[config.mk]
export PLATFORM = sky130hd
export DESIGN_NAME = rf_pkt_tx
export DESIGN_NICKNAME = d
export VERILOG_FILES = /design/src/rtl/rf_pkt_tx.sv
export SDC_FILE = /design/constraint.sdc
export NUM_CORES = 1
export LEC_CHECK = 0
export BUFFER_PORTS_ARGS = -buffer_cell sky130_fd_sc_hd__buf_2
export CORE_MARGIN = 3
export CORE_UTILIZATION = 55
export CTS_CLUSTER_SIZE = 8
export DETAILED_ROUTE_END_ITERATION = 10
export PLACE_DENSITY = 0.78
export SETUP_SLACK_MARGIN = 0.15
export SYNTH_ARGS = -nofsm -noshare
export SYNTH_HDL_FRONTEND = slang
export SYNTH_SLANG_ARGS = --single-unit
[constraint.sdc]
create_clock -name clk -period 3.22 [get_ports clk]
set_clock_uncertainty 0.2 [all_clocks]
set_input_delay 0.483 -clock clk [delete_from_list [all_inputs] [get_ports clk]]
set_output_delay 0.483 -clock clk [all_outputs]
set_load 0.01 [all_outputs]
[src/rtl/rf_pkt_tx.sv]
// rf_pkt_tx: RF pulse-link transmit framer.
// Sends PREAMBLE timing pulses (PULSE_W high within each PERIOD-cycle slot),
// then PACKET level-OOK data slots MSB first, then a one-cycle done strobe.
// RX=1 during a frame aborts it on the next cycle. All outputs are registered
// and computed from the values the counters take on the same edge, so rf_out
// lines up exactly with the slot the counters are in.
module rf_pkt_tx #(
    parameter int PERIOD   = 10000,
    parameter int PULSE_W  = 100,
    parameter int PREAMBLE = 8,
    parameter int PACKET   = 64
) (
    input  logic              clk,
    input  logic              rst,
    input  logic              RX,
    input  logic              start,
    input  logic [PACKET-1:0] data_in,
    output logic              rf_out,
    output logic              tx_rdy,
    output logic              busy,
    output logic              done,
    output logic              aborted
);

    localparam int SLOT_W  = (PERIOD > 1) ? $clog2(PERIOD) : 1;
    localparam int MAX_LEN = (PREAMBLE > PACKET) ? PREAMBLE : PACKET;
    localparam int BIT_W   = $clog2(MAX_LEN) + 1;

    localparam logic [SLOT_W-1:0] SLOT_LAST = SLOT_W'(PERIOD - 1);
    localparam logic [SLOT_W-1:0] PULSE_END = SLOT_W'(PULSE_W - 1);
    localparam logic [BIT_W-1:0]  PRE_LAST  = BIT_W'(PREAMBLE - 1);
    localparam logic [BIT_W-1:0]  PKT_LAST  = BIT_W'(PACKET - 1);

    typedef enum logic [1:0] {
        S_IDLE,
        S_PRE,
        S_DATA,
        S_DONE
    } state_t;

    state_t            state;
    logic [SLOT_W-1:0] slot_cnt;
    logic [BIT_W-1:0]  bit_cnt;
    logic [PACKET-1:0] shreg;

    logic slot_wrap;
    logic pulse_next;
    logic in_frame;

    // Slot end detection, and whether the next preamble cycle is inside the pulse
    // (the slot position after this edge is slot_cnt+1, or 0 on a wrap).
    always_comb begin
        slot_wrap  = (slot_cnt == SLOT_LAST);
        pulse_next = slot_wrap | (slot_cnt < PULSE_END);
        in_frame   = (state == S_PRE) || (state == S_DATA);
    end

    // Framer state machine with registered line and status outputs.
    always_ff @(posedge clk or negedge rst) begin
        if (!rst) begin
            state    <= S_IDLE;
            slot_cnt <= '0;
            bit_cnt  <= '0;
            shreg    <= '0;
            rf_out   <= 1'b0;
            tx_rdy   <= 1'b0;
            busy     <= 1'b0;
            done     <= 1'b0;
            aborted  <= 1'b0;
        end else begin
            tx_rdy  <= 1'b0;
            done    <= 1'b0;
            aborted <= 1'b0;
            if (in_frame && RX) begin
                // Receive mode kills the frame; nothing partial is resumed later.
                state    <= S_IDLE;
                slot_cnt <= '0;
                bit_cnt  <= '0;
                rf_out   <= 1'b0;
                busy     <= 1'b0;
                aborted  <= 1'b1;
            end else begin
                case (state)
                    S_IDLE: begin
                        rf_out <= 1'b0;
                        busy   <= 1'b0;
                        if (start && !RX) begin
                            shreg    <= data_in;
                            slot_cnt <= '0;
                            bit_cnt  <= '0;
                            state    <= S_PRE;
                            rf_out   <= 1'b1;
                            busy     <= 1'b1;
                            tx_rdy   <= 1'b1;
                        end
                    end
                    S_PRE: begin
                        slot_cnt <= slot_wrap ? '0 : slot_cnt + 1'b1;
                        if (slot_wrap && (bit_cnt == PRE_LAST)) begin
                            bit_cnt <= '0;
                            state   <= S_DATA;
                            rf_out  <= shreg[PACKET-1];
                        end else begin
                            if (slot_wrap) begin
                                bit_cnt <= bit_cnt + 1'b1;
                            end
                            rf_out <= pulse_next;
                        end
                    end
                    S_DATA: begin
                        if (slot_wrap) begin
                            slot_cnt <= '0;
                            shreg    <= shreg << 1;
                            bit_cnt  <= bit_cnt + 1'b1;
                            if (bit_cnt == PKT_LAST) begin
                                bit_cnt <= '0;
                                state   <= S_DONE;
                                rf_out  <= 1'b0;
                                busy    <= 1'b0;
                                done    <= 1'b1;
                            end else begin
                                // Next bit is the one about to shift into the MSB.
                                rf_out <= shreg[PACKET-2];
                            end
                        end else begin
                            slot_cnt <= slot_cnt + 1'b1;
                            rf_out   <= shreg[PACKET-1];
                        end
                    end
                    S_DONE: begin
                        state  <= S_IDLE;
                        rf_out <= 1'b0;
                        busy   <= 1'b0;
                    end
                    default: begin
                        state  <= S_IDLE;
                        rf_out <= 1'b0;
                        busy   <= 1'b0;
                    end
                endcase
            end
        end
    end

endmodule

; After elaboration in Yosys (flattened, before gate mapping)
; Cells that the tools add are included.
[word_totals]
ff_bits = 92
inputBits = 68
wordCells = 80
[classes]
n_addsub = 2
n_lt_le_gt_ge = 1
eq_ne = 13
n_mux = 37
n_bitwise = 2
reduce_logical = 16
[op_table]
columns = cell, count
row1 = $mux 64, 2
row2 = $pmux 64 s2, 1
row3 = $mux 14, 3
row4 = $mux 7, 6
row5 = $pmux 14 s2, 1
row6 = $pmux 7 s3, 1
row7 = $mux 1, 15
row8 = $add 14x1->14 const B, 1
row9 = $eq 14x14->1 const B, 1
row10 = $lt 14x7->1 const B, 1
row11 = $reduce_and 4->1, 3
row12 = $mux 2, 5
row13 = $pmux 2 s4, 1
row14 = $reduce_bool 4->1, 2
row15 = $add 7x1->7 const B, 1
row16 = $eq 7x3->1 const B, 1
row17 = $eq 7x6->1 const B, 1
row18 = $ne 3x1->1 const B, 2
row19 = $eq 2x2->1 const B, 2
row20 = $ne 2x2->1 const B, 2
row21 = $ne 4x2->1 const B, 1
row22 = $pmux 1 s4, 1
row23 = $logic_and 1x1->1, 3
row24 = $ne 3x2->1 const B, 1
row25 = other kinds (13), 13

; Logic depth before layout (Yosys ltp)
; Gate-level depths: netlist of run 1.
[depth]
depth_word = 5
mapped_depth = 9
mapped_depth_nobuf = 7

; Worst setup path before layout of run 1
; OpenSTA, ideal clock, no wires.
[synth_timing]
path_kind = register to register
start = register state[0]
end = register slot_cnt[6]
arrival_ns = 1.965
path_slack_ns = 0.972
path_stages_with_launch = 9
synth_period_minus_slack_ns = 2.248
cell_sequence = dfrtp_1 inv_1 ha_1 clkbuf_1 and3b_1 a21oi_1 or3_1 or3_1 o21ai_0
[synth_between]
elab_chain_len = 5
elab_cells_between_ends = 11
cone_classes = 3 x eq/ne / 2 x mux / 6 x reduce/logical
[synth_lines]
columns = item, line_no
row1 = start: declaration, 41  ; state_t state;
row2 = start signal: assignment, 61  ; state <= S_IDLE;
row3 = start signal: assignment, 76  ; state <= S_IDLE;
row4 = start signal: assignment, 91  ; state <= S_PRE;
row5 = $eq 2x1->1 / $eq 2x2->1 (equally long branches), "55, 83"
row6 = $logic_or 1x1->1, 55  ; in_frame = (state == S_PRE) || (state == S_DATA);
row7 = $logic_and 1x1->1, 74  ; if (in_frame && RX) begin
row8 = $ne 3x3->1 (no source line) / $reduce_bool 3->1 (equally long branches), n/a
row9 = $reduce_and 2->1 (no source line), n/a
row10 = end signal: assignment, 98  ; slot_cnt <= slot_wrap ? '0 : slot_cnt + 1'b1;
row11 = end signal: assignment, 126  ; slot_cnt <= slot_cnt + 1'b1;
row12 = end: declaration, 42  ; logic [SLOT_W-1:0] slot_cnt;
; Several ways; a longest one is shown, not always the timed one.
; A chain may end at the register's enable or synchronous reset.

; Worst setup path after layout of run 1
[layout_timing]
start = register state[0]
end = register shreg[34]
[layout_between]
elab_chain_len = 5
elab_cells_between_ends = 11
cone_classes = 4 x eq/ne / 1 x mux / 1 x bitwise / 5 x reduce/logical
[layout_lines]
columns = item, line_no
row1 = $eq 2x1->1 / $eq 2x2->1 (equally long branches), "55, 83"
row2 = $logic_or 1x1->1, 55
row3 = $logic_and 1x1->1, 74
row4 = $not 1->1 (no source line), n/a
row5 = $reduce_and 4->1 (no source line), n/a
row6 = end signal: assignment, 88  ; shreg <= data_in;
row7 = end signal: assignment, 113  ; shreg <= shreg << 1;
row8 = end: declaration, 44  ; logic [PACKET-1:0] shreg;
; Several ways; a longest one is shown, not always the timed one.

==> metrics.txt, run 1 <==
Switching Share 38.1%; Routed WL 9.61 mm; Core ar. roughly 8000 um^2; internal power 2760 uW; first-pass GRT wire length 16.3 mm; Fin Setup TNS 0 ns; Main synth FF type dfrtp_1; Filler cells 636; kind of critical path flip-flop to flip-flop; CTS tree built; Synth Net Count 544; Die W 98.0 um; RSZ-0062 raised after global routing false; clock group share of total power 19.0%; Synth Register Bits slightly above 90; Final Wtd Congestion approximately 0.84; status completed; Peak supply drop 0.000487 V; Area contributors post-synth dfrtp_1, mux2i_1, a21oi_1, nor2_1, nand2_1; # diodes 0; Core Util, Final roughly two thirds; Hold Slack ~0.22 ns; worst-margin pin slew 0.713 ns; Synth area leader dfrtp_1; syn_area_per_cell 9.92 um^2; register area share after synthesis 49.5%; Reg power frac 41.8%; Initial Utilization 58.4%; number of vias per cell roughly 5.7; Post-Synth XOR/XNOR Area 0.941%; root buf cell clkbuf_8; DR WL/cell 15.1 um; power per cell area 838 nW/um^2; distinct cell type count after synthesis 51; compound-cell area share of the yosys netlist between 10 and 15%; Reg area 2300 um^2; clk buf depth 2; R2R setup slack about 0.55 ns; Final min period 2.67 ns; area share of the largest cell type after synthesis 49.5%; main combinational cell family by area after synthesis simple AND/OR/NAND/NOR gates; fin. max-slew vios 0; final hold viol count 0; FMAX about 370 MHz; largest net degree at the start of global routing 128; synthesized area roughly 4700 um^2; fraction of registers with async set or reset after synthesis 100%; IO buf count 72; DRC 0; mux share of post-synthesis cell area approximately 14%; # Max-Cap Violations 0; Leak Pwr 0.00227 uW; Pwr Total around 4500 uW; cell row count 32; Sink Count 92; CP Data Arrival Time 2.75 ns; vias in the first global route 3542; initial antenna violation count 0; area of the multi-input gates roughly 2200 um^2; Die H roughly 98 um; GR Util All Layers 20.7%; fin crit share 83.0%; commonest cells in the netlist dfrtp_1, nor2_1, a21oi_1; combinational group share of total power 39.2%; Die ar. just under 10000 um^2; Worst Setup Start Kind flip-flop; Post-synth EDFFs 0; count of final setup violators 0; HPWL Detailed 6.60 mm; sw power 1700 uW; Slew HR 52.5%; drt first pass iters 4; P&R area growth vs syn 14.4%; Detail Route Antenna Nets 0; share of cells above drive strength 1 19.0%; Mapped Cells 469; IO Pins 73; Yosys warning count 0; CTS H-tree lvls 3; synthesized-area fraction occupied by adder cells under 10%; number of buffers created by CTS 9; CP endpoint kind flip-flop; Worst-path clk slew 0.09 ns; 1st-iter DRT viols 172; CP max FO 127; HP Class input pin to flip-flop; total grt overflow 0; worst skew pair latency 0.36 ns; fin nets 606; most common cell in the netlist dfrtp_1; DR vias ~3600; Worst Path Required about 3.3 ns; synthesized-area fraction occupied by and/or/nand/nor cells 15.8%
-- what timing repair did --
item / CTS / global route
endpoints found under the hold margin: 47 / 0
setup buffers: 0 / 0
resized for setup: 0 / 0
hold buffers: 1 / 0
-- final timing paths --
check,start,endpoint,cells after the start
max in group asynchronous,rst,shreg[26],3
hold reg to reg,bit_cnt[1],bit_cnt[1],2
min in group asynchronous,rst,slot_cnt[0],2
hold / removal,data_in[47],shreg[47],3
setup reg to reg,state[0],shreg[34],8
setup / recovery,state[0],shreg[34],8
-- worst max-delay path, stage by stage (launching register included) --
cell and delay (ns):
dfrtp_1 0.43, inv_1 0.15, ha_4 0.55, mux2i_1 0.15, a2bb2oi_1 0.18, a21oi_4 0.18
buf_12 0.40, nor2_1 0.11, a21oi_1 0.18
-- stage by stage --
stage	instance area [um^2]	setup slack (ns)	instances
floorplan	4650	0.972	469
global placement	5090	0.736	621
detailed placement	5090	0.645	621
CTS	5330	0.594	638
global route	5330	0.379	638
finish	5330	0.546	638
-- power by group through the flow --
stage          clock, uW  sequential, uW  combinational, uW
2_1_floorplan          0            1820               1390
3_3_place_gp           0            1850               1670
3_5_place_dp           0            1880               1740
4_1_cts              878            1870               1750
5_1_grt              928            1920               1980
6_report             849            1860               1750
-- kinds of logic after synthesis --
family,Yosys count
AO/OA/AOI/OAI,112
XOR/XNOR,5
adder cells (fa/ha/maj),7
buffers and inverters,34
flip-flops,92
multiplexers,65
AND/OR/NAND/NOR,154
-- state kept, by name, indices dropped and copies added (netlist names) --
signal    cells
rf_out        1
aborted       1
busy          1
state         2
done          1
tx_rdy        1
shreg        64
bit_cnt       7
slot_cnt     14
-- layout by cell type, fill, tap and decap left out, types with 3 or more instances in the layout --
cell,netlist,routed
dfrtp_1,92,92
nor2_1,77,77
buf_2,8,71
a21oi_1,67,67
mux2i_1,65,65
nand2_1,27,27
o21ai_0,14,14
nand3_1,10,10
clkbuf_8,0,9
inv_1,8,8
o211ai_1,7,7
ha_1,7,6
and3_1,5,5
xnor2_1,4,4
or3_1,4,4
o221ai_1,4,4
or4_1,3,3
nor3_1,3,3
nor4b_1,3,3
nor4_1,3,3
or2_2,3,3
nand2b_1,3,3
a21o_1,3,3
buf_4,3,3
-- metal layers --
metal | part of all wire, % | wire length, um | GRT usage, % | vias up
li1 | - | - | - | 1796
met1 | 42 | 4080 | 25.9 | 1720
met2 | 48 | 4620 | 32.7 | 98
met3 | 7.5 | 717 | 7.50 | 19
met4 | 2.0 | 194 | 8.09 | 0
met5 | 0 | 0 | 0 | -
-- layout make-up --
class | count | area share [%]
clock buffers | 9 | 2.33
inverters | 8 | 0.564
flip-flops and latches | 92 | 43.2
repair buffers | 77 | 8.04
clock inverters | 7 | 1.86
well taps | 102 | 2.40
multi-input cells | 343 | 41.6
(Power assumes the default switching activity.)
==> inputs of run 2 (changes only) <==
clock period = 2.5 ns   (was 3.22 ns; I/O delays follow)
==> run 2 against run 1 <==
Sequential share of layout area is 1.4 points lower. Highest routed layer unchanged. Die area did not move. Power rose by 33%. Setup slack got worse by 0.31 ns.
==> metrics.txt, run 2 (synthesis results as in run 1) <==
Top Layer Used met4; fin crit share 90.4%; # diodes 0; Sink Count just over 90; HP Class input pin to flip-flop; number of vias per cell 5.75; critical path's slowest cell dfrtp_1; Worst Setup EP slot_cnt[6]; final hold viol count 0; HPWL Detailed 6.87 mm; root buf cell clkbuf_8; Die ar. between 9000 and 10000 um^2; CP endpoint kind flip-flop; number of buffers created by CTS 9; initial antenna violation count 0; crit path from state[0]; Die H 98.0 um; Worst Setup Start Kind flip-flop; R2R cell count 7; WL met2 5.04 mm; Slew HR ~62%; met3 wire len between 500 and 600 um; IO buf count 72; GR Util All Layers about a fifth; power per cell area 1080 nW/um^2; Worst Path Required 2.58 ns; cell row count 32; biggest regs shreg x64, slot_cnt x14, bit_cnt x7; Detail Route Antenna Nets 0; RSZ-0062 raised after global routing false; R2R setup slack 0.24 ns; CTS tree built; Die W 98.0 um; largest net degree at the start of global routing 102; fin nets 623; clk buf depth 2; WP depth 7; commonest non-fill, non-tap cell in the layout dfrtp_1; IO Pins 73; Core ar. 7970 um^2; Core Util, Final 69.2%; CTS H-tree lvls 3; first-pass GRT wire length between 15 and 20 mm; Largest register FFs 64; Filler cells 596; worst-margin pin slew 0.575 ns; dpl cells 632; CP Data Arrival Time 2.34 ns; CP bufs+invs 1; reg2reg start state[0]; Final WS setup 0.239 ns; Hold Slack 0.104 ns; FMAX 442 MHz; vias in the first global route about 3700; P&R area growth vs syn 18.5%; count of final setup violators 0; Leak Pwr 0.00235 uW; kind of critical path flip-flop to flip-flop; DR WL/cell 15.7 um; total grt overflow 0; worst skew pair latency 0.36 ns; 1st-iter DRT viols 179; CP max FO 8; # Max-Cap Violations 0; Final Wtd Congestion 0.961; critical path's largest stage delay 0.44 ns; RR Endpoint slot_cnt[6]; CP cell instances inv_2 -> ha_2 -> nand2_2 -> nand2_1 -> or3_4 -> or3_1 -> o21ai_0; Fin Setup TNS 0 ns; Final min period 2.26 ns; Metal-1 WL approximately 4.6 mm; fin cells 655; Worst-path clk slew 0.10 ns; top cell family by delay on the critical path simple AND/OR/NAND/NOR gates; drt first pass iters 5; Routed WL 10.3 mm; status completed; Initial Utilization 58.4%; Placement Setup Slack 0.0717 ns; register with the most flip-flops shreg; share of cells above drive strength 1 23.5%; DRC 0; most frequent cells in the layout dfrtp_1, nor2_1, buf_2; Peak supply drop 0.000534 V; fin. max-slew vios 0; DR vias 3767
## run 2: cell count changes in the layout (fill, tap and decap cells not counted), sizes merged
cell      change
buf          +16
bufinv        -1
clkbuf        +4
clkinv        -3
clkinvlp      +1
## run 2: per-stage QoR
stage	instance area, um^2	power, uW
detailed placement	5170	4720
global placement	5170	4580
floorplan	4650	4130
finish	5510	5950
global route	5510	6370
CTS	5410	5800
## run 2: timing repair
item,in CTS,in global routing
endpoints found under the setup margin,5,63
gates resized for setup,3,16
gates cloned,0,2
buffers inserted,0,4
pin swaps,0,2
hold buffers,1,0
hold endpoints to repair,37,0
## run 2: per-layer routing
metal / vias up / global-route usage, %
met5: - / 0
met4: 0 / 6.60
met3: 15 / 5.29
met2: 99 / 34.5
met1: 1828 / 25.4
li1: 1825 / -
## run 2: where the power goes
group	switching [uW]	leakage, uW	internal, uW	total [uW]
Sequential	327	0.00109	2070	2400
Clock	538	0.000101	525	1060
Combinational	1430	0.00116	1060	2490
## run 2: how the worst min path moves through the flow
stage	depth (start not counted)	slack (ns)	to	startpoint
after floorplan	0	-0.12	aborted	rst
after global placement	1	0.17	shreg[12]	rst
after detailed placement	1	0.18	shreg[11]	rst
after CTS	3	0.1	shreg[54]	data_in[54]
after global routing	3	0.1	shreg[43]	data_in[43]
final	3	0.10	shreg[54]	data_in[54]
## run 2: final cells by class
class | instances | area [um^2] | area share [%]
clock buffers | 12 | 155 | 2.81
clock inverters | 4 | 56.3 | 1.02
inverters | 8 | 30.0 | 0.545
multi-input cells | 343 | 2260 | 41.0
flip-flops and latches | 92 | 2300 | 41.8
well taps | 102 | 128 | 2.32
repair buffers | 94 | 581 | 10.5
## run 2: tightest hold or removal path, cell delays in order
cell,delay (ns)
buf_2,0.08
mux2i_1,0.05
a21oi_1,0.13
